File: src/rtl/oclib_words_to_csr_mux.sv
// oclib_words_to_csr_mux
// Bridges a word request/response stream onto a set of CSR target channels.
// A request carries {write, address, wdata}; a 4-bit field of the address
// selects the target channel. One transaction is outstanding at a time. Each
// access completes on the target's ready, or times out after a fixed number
// of cycles. The block then returns {timeout, error, rdata} as a response word.

module oclib_words_to_csr_mux #(
    parameter int Channels      = 4,
    parameter int AddressWidth  = 32,
    parameter int DataWidth     = 32,
    parameter int ChannelSelLsb = 28,
    parameter int TimeoutCycles = 1023
) (
    input  logic                            clock,
    input  logic                            reset,
    input  logic [AddressWidth+DataWidth:0] wordInData,
    input  logic                            wordInValid,
    output logic                            wordInReady,
    output logic [DataWidth+1:0]            wordOutData,
    output logic                            wordOutValid,
    input  logic                            wordOutReady,
    output logic [Channels-1:0]             csrRead,
    output logic [Channels-1:0]             csrWrite,
    output logic [AddressWidth-1:0]         csrAddress,
    output logic [DataWidth-1:0]            csrWdata,
    input  logic [Channels-1:0]             csrReady,
    input  logic [Channels-1:0]             csrError,
    input  logic [Channels*DataWidth-1:0]   csrRdata,
    output logic [15:0]                     timeoutCount
);

    // The counter only has to reach TimeoutCycles-1.
    localparam int CountWidth = (TimeoutCycles > 1) ? $clog2(TimeoutCycles) : 1;

    typedef enum logic [1:0] {
        IDLE,
        ACCESS,
        RESP
    } state_t;

    state_t                  state;
    state_t                  state_next;

    logic                    req_write;
    logic [AddressWidth-1:0] req_address;
    logic [DataWidth-1:0]    req_wdata;
    logic [Channels-1:0]     chan_sel;
    logic [CountWidth-1:0]   access_count;
    logic [DataWidth+1:0]    resp_data;
    logic [15:0]             timeout_total;

    logic                    in_write;
    logic [AddressWidth-1:0] in_address;
    logic [DataWidth-1:0]    in_wdata;
    logic [3:0]              in_ch;
    logic                    in_range;
    logic [Channels-1:0]     in_sel;

    logic                    hit;
    logic                    hit_error;
    logic                    expire;
    logic [DataWidth-1:0]    rdata_sel;

    // Split the request word and decode the channel field into a one-hot select.
    // The select stays zero for a channel number outside the implemented range.
    assign in_write   = wordInData[AddressWidth+DataWidth];
    assign in_address = wordInData[AddressWidth+DataWidth-1:DataWidth];
    assign in_wdata   = wordInData[DataWidth-1:0];
    assign in_ch      = in_address[ChannelSelLsb+3:ChannelSelLsb];
    assign in_range   = ({1'b0, in_ch} < 5'(Channels));
    assign in_sel     = in_range ? (Channels'(1) << in_ch) : '0;

    // Only the selected channel's ready and error are ever looked at, so
    // other channels cannot disturb the transaction.
    assign hit       = |(csrReady & chan_sel);
    assign hit_error = |(csrError & chan_sel);
    assign expire    = (TimeoutCycles > 0) && !hit &&
                       (access_count == CountWidth'(TimeoutCycles - 1));

    // Pick the selected channel's read data lane.
    always_comb begin
        rdata_sel = '0;
        for (int k = 0; k < Channels; k++) begin
            if (chan_sel[k]) begin
                rdata_sel = csrRdata[k*DataWidth +: DataWidth];
            end
        end
    end

    // State register.
    always_ff @(posedge clock) begin
        if (reset) begin
            state <= IDLE;
        end else begin
            state <= state_next;
        end
    end

    // Next-state decision. Completion takes priority over timeout expiry.
    always_comb begin
        state_next = state;
        case (state)
            IDLE: begin
                if (wordInValid) begin
                    state_next = in_range ? ACCESS : RESP;
                end
            end
            ACCESS: begin
                if (hit || expire) begin
                    state_next = RESP;
                end
            end
            RESP: begin
                if (wordOutReady) begin
                    state_next = IDLE;
                end
            end
            default: state_next = IDLE;
        endcase
    end

    // Request latch, access cycle counter, response word and timeout statistics.
    always_ff @(posedge clock) begin
        if (reset) begin
            req_write     <= 1'b0;
            req_address   <= '0;
            req_wdata     <= '0;
            chan_sel      <= '0;
            access_count  <= '0;
            resp_data     <= '0;
            timeout_total <= '0;
        end else begin
            case (state)
                IDLE: begin
                    if (wordInValid) begin
                        req_write    <= in_write;
                        req_address  <= in_address;
                        req_wdata    <= in_wdata;
                        chan_sel     <= in_sel;
                        access_count <= '0;
                        if (!in_range) begin
                            resp_data <= {1'b0, 1'b1, {DataWidth{1'b0}}};
                        end
                    end
                end
                ACCESS: begin
                    access_count <= access_count + 1'b1;
                    if (hit) begin
                        resp_data <= {1'b0, hit_error,
                                      req_write ? {DataWidth{1'b0}} : rdata_sel};
                    end else if (expire) begin
                        resp_data <= {1'b1, 1'b1, {DataWidth{1'b0}}};
                        if (timeout_total != 16'hFFFF) begin
                            timeout_total <= timeout_total + 16'd1;
                        end
                    end
                end
                default: begin
                end
            endcase
        end
    end

    // Handshake and strobe outputs follow the state directly. The strobes are
    // one-hot because chan_sel is one-hot and only one direction is active.
    assign wordInReady  = (state == IDLE) && !reset;
    assign wordOutValid = (state == RESP);
    assign wordOutData  = resp_data;
    assign csrRead      = ((state == ACCESS) && !req_write) ? chan_sel : '0;
    assign csrWrite     = ((state == ACCESS) &&  req_write) ? chan_sel : '0;
    assign csrAddress   = req_address;
    assign csrWdata     = req_wdata;
    assign timeoutCount = timeout_total;

endmodule

File: config.mk
export PLATFORM = sky130hd
export DESIGN_NAME = oclib_words_to_csr_mux
export DESIGN_NICKNAME = d
export VERILOG_FILES = /design/src/rtl/oclib_words_to_csr_mux.sv
export SDC_FILE = /design/constraint.sdc
export NUM_CORES = 1
export LEC_CHECK = 0
export ABC_AREA = 1
export BUFFER_PORTS_ARGS = -buffer_cell sky130_fd_sc_hd__buf_2
export CAP_MARGIN = 30
export CORE_MARGIN = 4
export CORE_UTILIZATION = 25
export CTS_CLUSTER_SIZE = 8
export DETAILED_ROUTE_END_ITERATION = 10
export SLEW_MARGIN = 20
export SYNTH_ARGS = -nofsm -noshare
export SYNTH_HDL_FRONTEND = slang
export SYNTH_SLANG_ARGS = --single-unit
File: constraint.sdc
create_clock -name clock -period 1.83 [get_ports clock]
set_input_delay 0.183 -clock clock [delete_from_list [all_inputs] [get_ports clock]]
set_output_delay 0.183 -clock clock [all_outputs]
set_load 0.01 [all_outputs]
After elaboration in Yosys (flattened, before gate mapping)
Index checks and enable logic that the tools add are counted.
{ "op_classes": {"multipliers": 0, "n_shift": 1, "addsub": 2, "n_lt_le_gt_ge": 1, "mux": 20, "n_reduce_logical": 17, "div_mod_pow": 0, "bitwise_logic": 3, "eq_ne": 9} }
{ "op_table": {"columns": ["operator", "count"], "rows": [
  ["$mux 32", 5],
  ["$mux 34", 4],
  ["$pmux 34 s2", 1],
  ["$pmux 10 s2", 1],
  ["$add 16x1->16 const B", 1],
  ["$ne 16x16->1 const B", 1],
  ["$mux 4", 3],
  ["$add 10x1->10 const B", 1],
  ["$eq 10x10->1 const B", 1],
  ["$mux 10", 1],
  ["$and 4x4->4", 2],
  ["$mux 2", 4],
  ["$reduce_and 4->1", 2],
  ["$reduce_or 4->1", 2],
  ["$ne 2x2->1 const B", 3],
  ["$pmux 2 s3", 1],
  ["$logic_and 1x1->1", 4],
  ["$lt 4x3->1 const B", 1],
  ["$reduce_and 2->1", 2],
  ["$shl 1x4->4 const A", 1],
  ["$logic_not 1->1", 3],
  ["$ne 3x3->1 const B", 1],
  ["$reduce_and 3->1", 1],
  ["$eq 2x1->1 const B", 1],
  ["6 further kinds", 6]
]} }
{ "totals": {"out_inout_bits": 124, "ram_bits": 0, "mem_bits_ro": 0, "memories": 0, "inputBits": 205, "elab_cells": 61, "regBits": 131, "latch_bits": 0} }

Logic depth before layout (Yosys ltp)
Gate-level depths: netlist (run 1).
{ "depth": {"depth_word": 7, "ltp_mapped": 10, "ltp_nobuf": 10} }

Least setup slack after synthesis (run 1)
No wires, ideal clock.
{ "synth_path": {"path_type": "register -> register", "start": "reg timeout_total[0] (netlist: timeoutCount[0])", "end": "reg timeout_total[12] (netlist: timeoutCount[12])", "setup_slack_ns": 0.295, "path_buffers": 1, "path_stages_with_launch": 11, "arrival_ns": 1.465, "synth_period_minus_slack_ns": 1.535, "setup_ns": 0.070, "t_required_ns": 1.760, "path_cell_list": "dfxtp_1 -> ha_1 -> inv_1 -> nor2_4 -> nand2_4 -> clkinv_2 -> nand2_4 -> nand3_2 -> buf_6 -> nand2_1 -> a21oi_1"} }
{ "synth_via": {"elab_chain_len": 2, "elab_cells_between_ends": 3, "cone_classes": "1 x add/sub; 1 x eq/ne; 1 x reduce/logical"} }
{ "synth_lines": {"columns": ["item", "line", "rtl"], "rows": [
  ["start: declaration", "51", "logic [15:0] timeout_total;"],
  ["start signal: assignment", "155", "timeout_total <= timeout_total + 16'd1;"],
  ["parallel branches: the longest is 2 deep, another holds $add 16x1->16", null, null]
]} }
Parallel ways; which one is timed is not known.
A chain may end at the register's enable or synchronous reset.

Worst setup path in the final report (run 1)
{ "layout_path": {"start": "reg chan_sel[3]", "end": "out csrWrite[3]"} }
{ "layout_via": {"elab_chain_len": 1} }
{ "layout_lines": {"columns": ["item", "line", "rtl"], "rows": [
  ["start: declaration", "48", "logic [Channels-1:0] chan_sel;"],
  ["start signal: assignment", "140", "chan_sel <= in_sel;"],
  ["$mux 4", "171", "assign csrWrite = ((state == ACCESS) && req_write) ? chan_sel : '0;"],
  ["end: declaration", "24", "output logic [Channels-1:0] csrWrite,"]
]} }
Every way passes these cells.

==> summary.md, run 1 <==
| Metric | Value |
|---|---|
| Status | `complete, no violations` |
| Skew-Pair Late Insertion Delay | `0.42 ns` |
| Mapped cell area | `6570 um^2` |
| Slew margin rel. | `0.553` |
| Syn_area_per_cell | `6.88 um^2` |
| Worst path required time | `1.65 ns` |
| Worst r2r src | `state[0]` |
| Yosys top cell by area | `dfxtp_1` |
| Critical-path cell list | `buf_8 -> inv_1 -> buf_6 -> nor2_1 -> buf_2` |
| Worst-margin pin slew | `0.670 ns` |
| Initial DRC count | `345` |
| Initial DRT Pass Iterations | `4` |
| Setup repair bufs after CTS | `0` |
| Area share of the largest cell type after synthesis | `0.399` |
| IO buf count | `328` |
| Dominant synthesized flop cell | `dfxtp_1` |
| EDFF count, synth | `0` |
| Register area share after synthesis | `0.399` |
| Synth-to-Final Area Change | `41.6%` |
| Hold path startpoint | `wordInData[20]` |
| Met2 usage | `0.273` |
| Area of the multi-input gates | `3440 um^2` |
| Setup TNS | `0 ns` |
| Core footprint | `26000 um^2` |
| Via count | `7346` |
| Worst Clk Skew | `0.0117 ns` |
| Die Wd | `170 um` |
| Final instance area | `9300 um^2` |
| DRT Wirelength | `24000 um` |
| Filler cells | `2892` |
| Synth cell types | `40` |
| CP startpoint | `chan_sel[3]` |
| Post-route clock period utilization | `0.916` |
| Type of the most critical hold path | `in2reg` |
| TritonCTS clock tree | `done` |
| Slew Limit Fails | `0` |
| Commonest non-fill, non-tap cell in the layout | `buf_2` |
| Initial antenna violation count | `7` |
| Gr busiest metal | `met2` |
| Final min period | `1.68 ns` |
| FF-to-FF setup slack | `0.21 ns` |
| Maximum VDD drop | `0.525 mV` |
| Fin nets | `1484` |
| TritonCTS buffer count | `17` |
| Pwr dens | `813 nW/um^2` |
| Critical path type | `reg2out` |
| Storage cell area | `2630 um^2` |
| Met3 global-route usage | `0.0479` |
| Crit path arrival time | `1.49 ns` |
| Kind of start point of the critical path | `flip-flop` |
| CTS Buffer Depth | `2` |
| Num ports | `329` |
| Clock root buffer | `clkbuf_16` |
| Rows | `59` |
| YS warnings | `0` |
| # DRC | `0` |
| Global route overflow | `0` |
| Die Ht | `170 um` |
| Most frequent cells in the layout | `buf_2 (328), nand2_1 (188), nor2_1 (175)` |
| RR Endpoint | `access_count[5]` |
| Final setup vio count | `0` |
| RSZ-0062 raised after global routing | `no` |
| Crit path max fanout | `34` |
| Initial Util | `0.253` |
| Async set-or-reset flop fraction in the synthesized netlist | `0` |
| Critical path capture point type | `primary output` |
| CTS H-tree lvls | `4` |
| First-pass GRT wire length | `35900 um` |
| Lkg Pwr | `0.00436 uW` |
| Synth Register Bits | `131` |
| Syn nets | `1162` |
| Highest clock rate | `0.596 GHz` |
| Fraction of layout cells with a size suffix above 1 | `0.352` |
| DPL Wire Length | `17600 um` |
| Cell count after synthesis | `954` |
| Maxcap violations | `0` |
| Worst hold path stage count | `3` |
| Met1 Use GR | `0.181` |
| Slowest stage cell, crit path | `dfxtp_2` |
| Die area | `28900 um^2` |
| Number of global-route vias before repair | `6810` |
| Gpl congestion | `0.828` |
| Final hold vios | `0` |
| Ranking of synthesized cells by area | `dfxtp_1 (40%), nand2_1 (11%), nor2_1 (10%), o21ai_0 (9.2%), a21oi_1 (6.6%)` |
| Post-DRT Antenna Nets | `0` |
| Reg2Reg Depth | `8` |
| Vias per inst | `4.52` |
| CP max stage delay | `0.35 ns` |
| Largest net degree at the start of global routing | `66` |
| Num Clock Sinks | `131` |
| Tot GR Track Use | `0.155` |
| Wire length per cell | `14.7 um` |
| Placed Area | `8570 um^2` |
| Hold EP | `csrWdata[20]` |
| Clk slew on worst S/H paths | `0.07 ns` |
==> cell usage after synthesis (2+ instances only) <==
cell and instances:
buf_6 8, nand2_2 7, nand2_4 3, nand4_1 5, or2_2 24, nand2_1 189, nand2_8 2, o211ai_1 16
o21ai_1 4, inv_1 42, nand3b_1 2, a21oi_2 3, buf_4 5, xor2_1 3, nor2_1 177, nor3_1 2
ha_1 3, clkinv_2 2, nand3_1 44, a32oi_1 4, buf_2 15, nor2_2 4, clkbuf_1 33, a21oi_1 86
nor2_4 6, dfxtp_1 131, o21ai_0 121
==> cell families after synthesis <==
group                      after synthesis  synth area share
xor gates and xnor gates                 4           0.00534
buffers and inverters                  108            0.0794
and+or+nand+nor                        469             0.316
adders and majority gates                3           0.00572
AOI/OAI and AO/OA                      239             0.194
DFF                                    131             0.399
==> power by group <==
part	switching, uW	leakage, uW	total [uW]	internal [uW]
clock	1450	0.000264	3220	1770
sequential	85.4	0.00107	3110	3030
combinational	718	0.00302	1230	514
==> registers in the layout (all words and copies together) (netlist names) <==
| register | count |
|---|---|
| state | 2 |
| wordOutData | 34 |
| access_count | 10 |
| req_write | 1 |
| chan_sel | 4 |
| csrWdata | 32 |
| timeoutCount | 16 |
| csrAddress | 32 |
==> routing by layer <==
| metal | vias up | share of wire |
|---|---|---|
| met1 | 3305 | 0.41 |
| met3 | 38 | 0.063 |
| met5 | - | 0.0026 |
| met2 | 219 | 0.50 |
| met4 | 10 | 0.021 |
| li1 | 3774 | - |
==> worst max-delay path: cells and delay by family, from the launching register on <==
family	cells	cell delay (ns)
buffers and inverters	4	0.59
AND/OR/NAND/NOR	1	0.15
flip-flops	1	0.35
==> area by class of cell <==
class / instances / area share
Antenna cell: 2 / 0.000538
Clock buffer: 17 / 0.0457
Tap cell: 335 / 0.0451
Timing Repair Buffer: 365 / 0.224
Inverter: 46 / 0.0194
Sequential cell: 131 / 0.282
Clock inverter: 15 / 0.0132
Multi-Input combinational cell: 715 / 0.370
==> worst max-delay path by stage <==
stage / end / slack, ns / cells after the start
6_report: csrWrite[3] / 0.15 / 5
4_1_cts: csrWrite[3] / 0.009 / 5
3_5_place_dp: wordOutData[29] / 0.16 / 9
5_1_grt: timeoutCount[12] / 0.006 / 10
3_3_place_gp: wordOutData[25] / 0.21 / 10
2_1_floorplan: timeoutCount[12] / 0.30 / 10
==> per-stage QoR <==
stage	hold slack (ns)	instances	power [uW]	utilization	setup slack (ns)
3_5_place_dp	0.439	1581	4410	0.330	0.162
3_3_place_gp	0.431	1581	4400	0.330	0.206
2_1_floorplan	0.340	954	3850	-	0.295
6_report	0.0156	1626	7560	0.358	0.153
5_1_grt	0.0180	1626	7970	0.358	0.00585
4_1_cts	0.000416	1622	7700	0.355	0.00896
==> timing repair <==
| action | 4_1_cts | 5_1_grt |
|---|---|---|
| cloned | 0 | 2 |
| endpoints found under the hold margin | 9 | 0 |
| pin swaps | 0 | 0 |
| gates resized for setup | 1 | 10 |
| hold buffers | 9 | 0 |
| setup endpoints to repair | 2 | 14 |
Note: power is estimated with default switching activity, not from simulation.
==> inputs of run 2 (changes only) <==
--- a/config.mk
+++ b/config.mk
@@ -7,11 +7,12 @@
 export LEC_CHECK = 0
 export ABC_AREA = 1
 export BUFFER_PORTS_ARGS = -buffer_cell sky130_fd_sc_hd__buf_2
-export CAP_MARGIN = 30
+export CAP_MARGIN = 20
 export CORE_MARGIN = 4
-export CORE_UTILIZATION = 25
+export CORE_UTILIZATION = 46
 export CTS_CLUSTER_SIZE = 8
 export DETAILED_ROUTE_END_ITERATION = 10
+export PLACE_DENSITY = 0.8
 export SLEW_MARGIN = 20
 export SYNTH_ARGS = -nofsm -noshare
 export SYNTH_HDL_FRONTEND = slang
==> run 2 against run 1 <==
Net effect:
- global-route usage increased by 10 points
- via count barely moved
- sequential cell count did not move
- register-to-register slack worse by 0.05 ns
- largest cell class unchanged
==> summary.md, run 2 (synthesis results as in run 1) <==
| Metric | Value |
|---|---|
| Seq pwr share | `0.404 (-0.008)` |
| Slew margin rel. | `0.579 (+0.0263)` |
| Worst Clk Skew | `0.00811 ns (-0.00363 ns)` |
| Post-DRT Antenna Nets | `0 (unchanged)` |
| CTS Buffer Depth | `2 (unchanged)` |
| Tot GR Track Use | `0.259 (+0.103)` |
| Num ports | `329 (unchanged)` |
| Setup TNS | `0 ns (unchanged)` |
| Fin nets | `1466 (-1.2%)` |
| Die area | `16300 um^2 (-44%)` |
| Fin util | `0.641 (+0.283)` |
| Crit path max fanout | `26 (-24%)` |
| Via count | `7344 (-0.027%)` |
| Psw | `2120 uW (-5.8%)` |
| Post-route insts no fill | `1453 (-11%)` |
| Final min period | `1.70 ns (+0.0235 ns)` |
| Vias per inst | `5.05 (+12%)` |
| Initial DRT Pass Iterations | `4 (unchanged)` |
| Clk slew on worst S/H paths | `0.06 ns (about the same)` |
| Synth-to-Final Area Change | `35.9%` |
| Maximum VDD drop | `0.621 mV (+18%)` |
| Post-route clock period utilization | `0.929 (+0.0128)` |
| DRT Wirelength | `21500 um (-10%)` |
| Commonest non-fill, non-tap cell in the layout | `buf_2` |
| Pint | `5620 uW (+5.8%)` |
| Highest clock rate | `0.588 GHz (-1.4%)` |
| Num Clock Sinks | `131 (unchanged)` |
| Worst-margin pin slew | `0.631 ns (-0.0395 ns)` |
| Crit path arrival time | `1.52 ns (+0.03 ns)` |
| Final hold vios | `0 (unchanged)` |
| Core footprint | `13900 um^2 (-46%)` |
| Worst path required time | `1.65 ns (about the same)` |
| Fraction of layout cells with a size suffix above 1 | `0.348 (-0.00445)` |
| Initial DRC count | `506 (+47%)` |
| Setup repair bufs after CTS | `0 (unchanged)` |
| Number of global-route vias before repair | `6842 (+0.47%)` |
| Critical path capture point type | `primary output` |
| Critical-path cell list | `buf_4 -> clkinv_2 -> nor2_1 -> buf_2` |
| Status | `complete, no violations` |
| CP max stage delay | `0.34 ns (about the same)` |
| Largest net degree at the start of global routing | `67 (+1.5%)` |
| Pwr dens | `867 nW/um^2 (+6.6%)` |
| Gpl congestion | `0.922 (+11%)` |
| Skew-Pair Late Insertion Delay | `0.41 ns (about the same)` |
| IO buf count | `328 (unchanged)` |
| Kind of start point of the critical path | `flip-flop` |
| Lkg Pwr | `0.00428 uW (-1.9%)` |
| Final setup vio count | `0 (unchanged)` |
| TritonCTS clock tree | `done` |
| First-pass GRT wire length | `33900 um (-5.7%)` |
| Placed cell count | `1418 (-10%)` |
| Most frequent cells in the layout | `buf_2 (328), nand2_1 (188), nor2_1 (177)` |
| Filler cells | `1321 (-54%)` |
| Comb pwr share | `0.155 (-0.008)` |
| CTS H-tree lvls | `4 (unchanged)` |
| Initial antenna violation count | `2 (-5)` |
| Die Ht | `127 um (-25%)` |
| Initial Util | `0.471 (+0.219)` |
| TritonCTS buffer count | `17 (unchanged)` |
| # DRC | `0 (unchanged)` |
| Clock group share of total power | `0.442 (+0.017)` |
| Slew Limit Fails | `0 (unchanged)` |
| Clock root buffer | `clkbuf_16` |
| DPL Wire Length | `16100 um (-8.3%)` |
| Maxcap violations | `0 (unchanged)` |
| Global route overflow | `0 (unchanged)` |
| Rows | `43 (-27%)` |
| Sw frac | `0.274 (-0.0237)` |
| Type of the most critical hold path | `in2reg` |
| Slowest stage cell, crit path | `dfxtp_2` |
| RSZ-0062 raised after global routing | `no` |
| Largest register FFs | `34 (unchanged)` |
| Wire length per cell | `14.8 um (+0.36%)` |
| Critical path type | `reg2out` |
| Die Wd | `127 um (-25%)` |
[run 2: cell count changes in the layout (fill, tap and decap cells not counted), sizes merged]
cell / previous run / this run
clkinvlp: 3 / 4
dlygate4sd3: 9 / 1
bufinv: 0 / 2
buf: 354 / 346
inv: 51 / 46
[run 2: cell type report]
| type | instances | area [um^2] | share of cell area |
|---|---|---|---|
| Multi-Input combinational cell | 715 | 3430 | 0.384 |
| Inverter | 46 | 183 | 0.0205 |
| Clock buffer | 19 | 453 | 0.0507 |
| Antenna cell | 2 | 5.00 | 0.000561 |
| Clock inverter | 13 | 150 | 0.0168 |
| Timing Repair Buffer | 347 | 1860 | 0.209 |
| Sequential cell | 131 | 2630 | 0.294 |
| Tap cell | 180 | 225 | 0.0252 |
[run 2: power by group through the flow]
| stage | Clock (uW) | Combinational (uW) | Sequential, uW |
|---|---|---|---|
| floorplan | 0 | 593 | 3260 |
| global placement | 0 | 1190 | 3170 |
| detailed placement | 0 | 1200 | 3180 |
| CTS | 3480 | 1210 | 3120 |
| global route | 3600 | 1340 | 3140 |
| finish | 3420 | 1200 | 3120 |
[run 2: timing repair]
item,4_1_cts,5_1_grt
hold buffers,1,0
setup endpoints to repair,2,4
endpoints found under the hold margin,1,0
resized for setup,1,4
[run 2: path summary, 6_finish.rpt]
kind | cells after the start | startpoint | to | slack, ns
worst max-delay path | 4 | chan_sel[2] | csrRead[2] | 0.13
worst min register to register | 2 | wordOutData[13] | wordOutData[13] | 0.46
worst min-delay path | 3 | wordInData[57] | csrAddress[25] | 0.02
worst max register to register | 9 | timeoutCount[0] | timeoutCount[15] | 0.16
[run 2: worst max-delay path: cells and delay by family, from the launching register on]
family	cells	cell delay, ns
AND/OR/NAND/NOR	1	0.14
flip-flops	1	0.34
buffers and inverters	3	0.61
[run 2: stage by stage]
| step | worst slack (ns) | area [um^2] | hold slack (ns) | total power, uW |
|---|---|---|---|---|
| 3_3_place_gp | 0.238 | 8300 | 0.431 | 4360 |
| 6_report | 0.130 | 8930 | 0.0158 | 7740 |
| 5_1_grt | 0.00387 | 8930 | 0.00829 | 8080 |
| 4_1_cts | 0.0347 | 8920 | 0.000395 | 7810 |
| 2_1_floorplan | 0.295 | 6570 | 0.340 | 3850 |
| 3_5_place_dp | 0.203 | 8300 | 0.438 | 4380 |
[run 2: routing by layer]
metal / GRT usage / vias up / part of all wire
met3: 0.0656 / 57 / 0.072
met2: 0.438 / 266 / 0.51
met4: 0.132 / 0 / 0.039
met5: 0 / - / 0
met1: 0.303 / 3275 / 0.38
li1: - / 3746 / -
